$ cat src/rtl/lsu_pkg.sv
// Shared constants for the load/store unit: funct3 codes, FSM encodings, lane masks,
// the latched request record and the access-size decode.
package lsu_pkg;

  localparam logic [2:0] F3_B  = 3'b000;
  localparam logic [2:0] F3_H  = 3'b001;
  localparam logic [2:0] F3_W  = 3'b010;
  localparam logic [2:0] F3_BU = 3'b100;
  localparam logic [2:0] F3_HU = 3'b101;

  localparam logic [1:0] ST_IDLE = 2'd0;
  localparam logic [1:0] ST_REQ  = 2'd1;
  localparam logic [1:0] ST_WAIT = 2'd2;
  localparam logic [1:0] ST_RESP = 2'd3;

  localparam logic [3:0] LANE_B = 4'b0001;
  localparam logic [3:0] LANE_H = 4'b0011;
  localparam logic [3:0] LANE_W = 4'b1111;

  typedef enum logic [1:0] {
    SZ_BYTE,
    SZ_HALF,
    SZ_WORD
  } lsu_size_e;

  typedef struct packed {
    logic        we;
    logic [2:0]  funct3;
    logic [31:0] addr;
    logic [31:0] wdata;
  } lsu_req_t;

  // Only the low two bits carry the width; 011/11x fall through to word.
  function automatic lsu_size_e f3_size(input logic [2:0] f3);
    case ({1'b0, f3[1:0]})
      F3_B:    return SZ_BYTE;
      F3_H:    return SZ_HALF;
      default: return SZ_WORD;
    endcase
  endfunction

endpackage

$ cat src/rtl/lsu_if.sv
// Data-memory bus between the load/store unit (master) and memory (slave):
// single-outstanding req/gnt for the address phase, rvalid for read data.
interface lsu_if;

  logic        mem_req_o;
  logic        mem_we_o;
  logic [31:0] mem_addr_o;
  logic [3:0]  mem_wmask_o;
  logic [31:0] mem_wdata_o;
  logic        mem_gnt_i;
  logic        mem_rvalid_i;
  logic [31:0] mem_rdata_i;

  modport master (
    output mem_req_o, mem_we_o, mem_addr_o, mem_wmask_o, mem_wdata_o,
    input  mem_gnt_i, mem_rvalid_i, mem_rdata_i
  );

  modport slave (
    input  mem_req_o, mem_we_o, mem_addr_o, mem_wmask_o, mem_wdata_o,
    output mem_gnt_i, mem_rvalid_i, mem_rdata_i
  );

endinterface

$ cat src/rtl/lsu_align.sv
// Combinational lane steering: store data replication and byte mask on the way out,
// load word shift and sign/zero extension on the way back.
module lsu_align
  import lsu_pkg::*;
(
  input  logic [2:0]  funct3_i,
  input  logic        we_i,
  input  logic [1:0]  offset_i,
  input  logic [31:0] store_data_i,
  input  logic [31:0] load_word_i,
  output logic [31:0] wdata_o,
  output logic [3:0]  wmask_o,
  output logic [31:0] load_data_o
);

  lsu_size_e   w_size;
  logic        w_unsigned;
  logic [31:0] w_shifted;

  assign w_size     = f3_size(funct3_i);
  assign w_unsigned = (funct3_i == F3_BU) || (funct3_i == F3_HU);
  assign w_shifted  = load_word_i >> {offset_i, 3'b000};

  always_comb begin
    // NOTE: every output is defaulted first so no path through the case leaves a latch.
    wdata_o     = store_data_i;
    wmask_o     = LANE_W;
    load_data_o = w_shifted;
    case (w_size)
      SZ_BYTE: begin
        wdata_o     = {4{store_data_i[7:0]}};
        wmask_o     = LANE_B << offset_i;
        load_data_o = {{24{w_shifted[7] & ~w_unsigned}}, w_shifted[7:0]};
      end
      SZ_HALF: begin
        wdata_o     = {2{store_data_i[15:0]}};
        wmask_o     = LANE_H << {offset_i[1], 1'b0};
        load_data_o = {{16{w_shifted[15] & ~w_unsigned}}, w_shifted[15:0]};
      end
      default: ;
    endcase
    if (!we_i) wmask_o = '0;
  end

endmodule

$ cat src/rtl/load_store_unit.sv
// Memory-access stage: one outstanding data-memory transaction with timeout.
// Define LSU_MISALIGN_TRAP_EN to report misaligned H/W accesses as errors instead of aligning them.
module load_store_unit
  import lsu_pkg::*;
#(
  parameter int TIMEOUT_CYCLES = 255
) (
  input  logic        clk_i,
  input  logic        reset_i,
  input  logic        req_valid_i,
  output logic        req_ready_o,
  input  logic        req_we_i,
  input  logic [2:0]  req_funct3_i,
  input  logic [31:0] req_addr_i,
  input  logic [31:0] req_wdata_i,
  lsu_if.master       mem,
  output logic        rsp_valid_o,
  output logic [31:0] rsp_rdata_o,
  output logic        rsp_err_o
);

  localparam int CW = (TIMEOUT_CYCLES > 1) ? $clog2(TIMEOUT_CYCLES) : 1;
  localparam logic [CW-1:0] TO_LAST = CW'((TIMEOUT_CYCLES > 0) ? TIMEOUT_CYCLES - 1 : 0);

  logic [1:0]    r_state;
  lsu_req_t      r_req;
  logic [CW-1:0] r_cnt;
  logic [31:0]   r_rdata;
  logic          r_err;

  lsu_size_e     w_size;
  logic [31:0]   w_addr_eff;
  logic          w_trap;
  logic          w_timeout;
  logic [31:0]   w_load_data;

  assign w_size = f3_size(req_funct3_i);

`ifdef LSU_MISALIGN_TRAP_EN
  assign w_addr_eff = req_addr_i;
  assign w_trap     = ((w_size == SZ_HALF) && req_addr_i[0]) ||
                      ((w_size == SZ_WORD) && (req_addr_i[1:0] != 2'b00));
`else
  // Misaligned halves/words are silently pulled down to their natural boundary.
  always_comb begin
    w_addr_eff = req_addr_i;
    case (w_size)
      SZ_HALF: w_addr_eff[0]   = 1'b0;
      SZ_WORD: w_addr_eff[1:0] = 2'b00;
      default: ;
    endcase
  end
  assign w_trap = 1'b0;
`endif

  assign w_timeout = (TIMEOUT_CYCLES != 0) && (r_cnt == TO_LAST);

  lsu_align u_align (
    .funct3_i     (r_req.funct3),
    .we_i         (r_req.we),
    .offset_i     (r_req.addr[1:0]),
    .store_data_i (r_req.wdata),
    .load_word_i  (mem.mem_rdata_i),
    .wdata_o      (mem.mem_wdata_o),
    .wmask_o      (mem.mem_wmask_o),
    .load_data_o  (w_load_data)
  );

  assign req_ready_o    = (r_state == ST_IDLE);
  assign mem.mem_req_o  = (r_state == ST_REQ);
  assign mem.mem_we_o   = r_req.we;
  assign mem.mem_addr_o = {r_req.addr[31:2], 2'b00};
  assign rsp_valid_o    = (r_state == ST_RESP);
  assign rsp_rdata_o    = r_rdata;
  assign rsp_err_o      = r_err;

  // NOTE: all sequential state is updated with non-blocking assignments only.
  always_ff @(posedge clk_i) begin
    if (reset_i) begin
      r_state <= ST_IDLE;
      r_req   <= '0;
      r_cnt   <= '0;
      r_rdata <= '0;
      r_err   <= 1'b0;
    end else begin
      case (r_state)
        ST_IDLE: begin
          if (req_valid_i) begin
            r_req <= '{we: req_we_i, funct3: req_funct3_i, addr: w_addr_eff, wdata: req_wdata_i};
            r_cnt <= '0;
            if (w_trap) begin
              r_state <= ST_RESP;
              r_rdata <= '0;
              r_err   <= 1'b1;
            end else begin
              r_state <= ST_REQ;
            end
          end
        end
        ST_REQ: begin
          if (mem.mem_gnt_i) begin
            r_cnt <= '0;
            if (r_req.we) begin
              r_state <= ST_RESP;
              r_rdata <= '0;
              r_err   <= 1'b0;
            end else begin
              r_state <= ST_WAIT;
            end
          end else if (w_timeout) begin
            r_state <= ST_RESP;
            r_rdata <= '0;
            r_err   <= 1'b1;
          end else begin
            r_cnt <= r_cnt + CW'(1);
          end
        end
        ST_WAIT: begin
          if (mem.mem_rvalid_i) begin
            r_state <= ST_RESP;
            r_rdata <= w_load_data;
            r_err   <= 1'b0;
          end else if (w_timeout) begin
            r_state <= ST_RESP;
            r_rdata <= '0;
            r_err   <= 1'b1;
          end else begin
            r_cnt <= r_cnt + CW'(1);
          end
        end
        ST_RESP: r_state <= ST_IDLE;
        default: r_state <= ST_IDLE;
      endcase
    end
  end

endmodule

$ cat src/flat_wrapper.sv
// flat-port wrapper written by rule: the top's interface ports become plain ports
module load_store_unit_flat import lsu_pkg::*;
#(
  parameter int TIMEOUT_CYCLES = 255
)
  (clk_i, reset_i, req_valid_i, req_ready_o, req_we_i, req_funct3_i, req_addr_i, req_wdata_i, rsp_valid_o, rsp_rdata_o, rsp_err_o, mem_mem_req_o, mem_mem_we_o, mem_mem_addr_o, mem_mem_wmask_o, mem_mem_wdata_o, mem_mem_gnt_i, mem_mem_rvalid_i, mem_mem_rdata_i);
  lsu_if mem_i ();
  input  logic clk_i;
  input  logic reset_i;
  input  logic req_valid_i;
  output logic req_ready_o;
  input  logic req_we_i;
  input  logic [2:0] req_funct3_i;
  input  logic [31:0] req_addr_i;
  input  logic [31:0] req_wdata_i;
  output logic rsp_valid_o;
  output logic [31:0] rsp_rdata_o;
  output logic rsp_err_o;
  output wire logic [$bits(mem_i.mem_req_o)-1:0] mem_mem_req_o;
  output wire logic [$bits(mem_i.mem_we_o)-1:0] mem_mem_we_o;
  output wire logic [$bits(mem_i.mem_addr_o)-1:0] mem_mem_addr_o;
  output wire logic [$bits(mem_i.mem_wmask_o)-1:0] mem_mem_wmask_o;
  output wire logic [$bits(mem_i.mem_wdata_o)-1:0] mem_mem_wdata_o;
  input wire logic [$bits(mem_i.mem_gnt_i)-1:0] mem_mem_gnt_i;
  input wire logic [$bits(mem_i.mem_rvalid_i)-1:0] mem_mem_rvalid_i;
  input wire logic [$bits(mem_i.mem_rdata_i)-1:0] mem_mem_rdata_i;
  assign mem_mem_req_o = mem_i.mem_req_o;
  assign mem_mem_we_o = mem_i.mem_we_o;
  assign mem_mem_addr_o = mem_i.mem_addr_o;
  assign mem_mem_wmask_o = mem_i.mem_wmask_o;
  assign mem_mem_wdata_o = mem_i.mem_wdata_o;
  assign mem_i.mem_gnt_i = mem_mem_gnt_i;
  assign mem_i.mem_rvalid_i = mem_mem_rvalid_i;
  assign mem_i.mem_rdata_i = mem_mem_rdata_i;
  load_store_unit #(.TIMEOUT_CYCLES(TIMEOUT_CYCLES)) u_core (.clk_i(clk_i), .reset_i(reset_i), .req_valid_i(req_valid_i), .req_ready_o(req_ready_o), .req_we_i(req_we_i), .req_funct3_i(req_funct3_i), .req_addr_i(req_addr_i), .req_wdata_i(req_wdata_i), .mem(mem_i), .rsp_valid_o(rsp_valid_o), .rsp_rdata_o(rsp_rdata_o), .rsp_err_o(rsp_err_o));
endmodule
$ cat config.mk
export PLATFORM = sky130hd
export DESIGN_NAME = load_store_unit_flat
export DESIGN_NICKNAME = d
export VERILOG_FILES = /design/src/rtl/lsu_pkg.sv /design/src/rtl/lsu_if.sv /design/src/rtl/lsu_align.sv /design/src/rtl/load_store_unit.sv /design/src/flat_wrapper.sv
export SDC_FILE = /design/constraint.sdc
export NUM_CORES = 1
export LEC_CHECK = 0
export CAP_MARGIN = 20
export CORE_ASPECT_RATIO = 0.9
export CORE_MARGIN = 5
export CORE_UTILIZATION = 68
export CTS_CLUSTER_DIAMETER = 150
export DETAILED_ROUTE_END_ITERATION = 10
export DONT_BUFFER_PORTS = 1
export GPL_ROUTABILITY_DRIVEN = 0
export PLACE_DENSITY_LB_ADDON = 0.25
export SYNTH_ARGS = -nofsm -noshare
export SYNTH_HDL_FRONTEND = slang
export SYNTH_SLANG_ARGS = --single-unit
$ cat constraint.sdc
create_clock -name clk_i -period 3.4 [get_ports clk_i]
set_clock_uncertainty 0.15 [all_clocks]
set_input_delay 0.68 -clock clk_i [delete_from_list [all_inputs] [get_ports clk_i]]
set_output_delay 0.68 -clock clk_i [all_outputs]
set_load 0.02 [all_outputs]
==> impl_metrics.ini <==
[sta]
hold_viol = 0
rsz0062_at_grt = no
slew_violations = 0
clock.fmax_ghz = 0.323
setup_viol = 0
fin_crit_ns = 3.10
hold_ws_ns = 0.210
worstMarginPinSlew_ns = 0.945
period_share = 0.911
max_slew_margin = 0.369
fin_tns_setup_ns = 0

[floorplanning]
placementRows = 31
core_um2 = 7950
ioPinCount = 210
initial_core_util = 0.690
design.die.area_um2 = 9960
die_h_um = 95.2
die_w_um = 105

[synth]
synth_area_per_cell_um2 = 8.31
synth_edf_count = 0
netlist_area_um2 = 5480
ys_ff_latch = 111
synth_cells = 660
synth_flop_cell = dfxtp_1
yosysWarningCount = 0
synth_seq_area_share = 0.405
synthArstFlopShare = 0
synth_cell_type_count = 60

[global_routing]
first_global_vias = 4201
grtUsageTotal = 0.261
antenna_found_initial = 0
grt_pass1_wl_um = 21300
grt_overflow = 0
grt_max_degree = 83

[finish]
drive_gt1_frac = 0.0888
final_cell_area_um2 = 5370
fin_nets = 704
syn2layout_area_growth_pct = -2.15
antenna_cells = 0
fin_cells = 696
nFillCells = 689

[detailed_routing]
drt_iter0_drc = 222
vias_per_cell = 6.34
drt.antenna.violating_nets = 0
vias = 4413
first_pass_iters = 4
post-route-drc-count = 0
drt-total-wl_um = 13600
routedWlPerCell_um = 19.5

[setup_path]
cp.depth = 2
path_buf_inv = 0
cp_max_fo = 17
worstSetupEndpointType = output pin
rrSetupSlack_ns = 0.78
cp_slowest_stage_delay_ns = 0.85
reg2reg_depth = 4
arrival_ns = 2.27
cp_slowest_cell = nor2_2
worstPathCellList = nor2_2, mux2_2
worstSetupStartpointType = flip-flop
critPathTopFamily = simple AND/OR/NAND/NOR gates
worstSetupPathType = flip-flop to output pin
crit_required_ns = 2.57

[power]
ir_drop_mv = 0.374
leakage_nw = 1.93
power.total_mw = 3.90
power_density_nw_per_um2 = 727

[clock_network]
cts_setup_buffers = 0
cts.sinks = 111
htreeDepth = 3
cts-hold-fix-buffers = 0
clock_tree.root_cell = clkbuf_8
numCtsBuffers = 9
cts_buffer_depth = 2
cts.repair.resized = 0
cts_tree = yes
clk_pin_slew_worst_paths_ns = 0.10
clk_latency_ns = 0.37

[placed_design]
place_hpwl_um = 9640
numPlacedInstances = 680
place_area_um2 = 5170
io_buffers = 0

[run_status]
run_status = completed

[run]
maxCapViolations = 0

[min_path]
hold_path_depth = 1
hold_path_class = input port to flip-flop
==> worst paths after layout <==
kind                                                to             start
worst max register to register  u_core.rsp_rdata_o[22]  u_core.r_req[64]
worst max-delay path               mem_mem_wdata_o[12]  u_core.r_req[64]
worst min-delay path               u_core.mem.mem_we_o           reset_i
worst min register to register        u_core.r_req[26]  u_core.r_req[26]
==> state kept, by name, summed over array words and instances, names as in the netlist <==
name                   cells
u_core.rsp_err_o           1
u_core.r_cnt               8
u_core.r_req              37
u_core.mem.mem_addr_o     30
u_core.r_state             2
u_core.rsp_rdata_o        32
u_core.mem.mem_we_o        1
==> worst reg2reg max path: stages, from the launching register on <==
cell	delay [ns]
dfxtp_1	0.82
nor2_2	0.38
a32oi_2	0.72
o211ai_1	0.23
a22o_1	0.23
==> per-layer routing <==
layer | vias up | GRT usage | wire length, um
li1 | 2114 | - | -
met1 | 2073 | 0.297 | 5150
met2 | 199 | 0.443 | 6660
met3 | 27 | 0.106 | 1450
met4 | 0 | 0.100 | 306
met5 | - | 0 | 0
==> layout by cell type, fill, tap and decap left out, types with 6 or more instances in the layout <==
cell | netlist | final
o211ai_1 | 9 | 9
nor2_1 | 13 | 13
buf_4 | 42 | 6
dfxtp_1 | 111 | 111
a22o_1 | 25 | 25
nand3_1 | 10 | 10
a211o_1 | 7 | 7
nand2_1 | 163 | 162
clkbuf_8 | 0 | 9
a21oi_1 | 83 | 83
o21ai_0 | 22 | 22
nor2b_1 | 10 | 10
a32o_1 | 7 | 7
mux2_2 | 18 | 18
ha_1 | 7 | 7
mux2i_1 | 23 | 23
inv_1 | 9 | 9
==> layout make-up <==
cell class                 count  area [um^2]  area share
sequential                   111         2220       0.414
timing repair buffer           7         65.1      0.0121
clock buffer                  10          128      0.0238
tap                           99          124      0.0231
multi-input combinational    454         2720       0.508
inverter                       9         33.8     0.00630
clock inverter                 6         68.8      0.0128
==> report_power, final <==
part | switching [mW] | internal (mW)
Clock | 0.454 | 0.345
Combinational | 0.832 | 0.434
Sequential | 0.332 | 1.50
==> metrics by stage <==
stage	utilization	worst slack, ns
CTS	0.675	0.313
floorplan	-	1.14
detailed placement	0.650	0.726
global placement	0.650	0.773
global route	0.675	0.203
finish	0.675	0.302
==> Yosys cell counts, types with 4 or more instances <==
master    count  share of area
mux2_2       18          0.037
nor2_1       13         0.0089
buf_2        15          0.014
mux2i_1      23          0.042
ha_1          7          0.016
buf_4        42          0.058
nand2b_1      4         0.0046
a32o_1        7          0.013
a211o_1       7          0.011
nor2b_1      10          0.011
dfxtp_1     111           0.41
o21ai_0      22          0.020
o211ai_1      9          0.012
inv_1         9         0.0062
nand2_1     163           0.11
clkbuf_1     27          0.018
a22o_1       25          0.040
a21oi_1      83          0.076
nand3_1      10         0.0091
==> logic make-up (layout without fill, tap and decap cells) <==
group                    Yosys count  after routing  synth area share
flip-flops                       111            111             0.405
other                              1              2          0.000684
multiplexers                      42             42            0.0831
buffers and inverters             96             32             0.101
XOR/XNOR                           1              1           0.00160
AO/OA/AOI/OAI                    178            178             0.214
AND/OR/NAND/NOR                  224            224             0.179
adder cells (fa/ha/maj)            7              7            0.0160
Power figures use the tool's default switching activity.
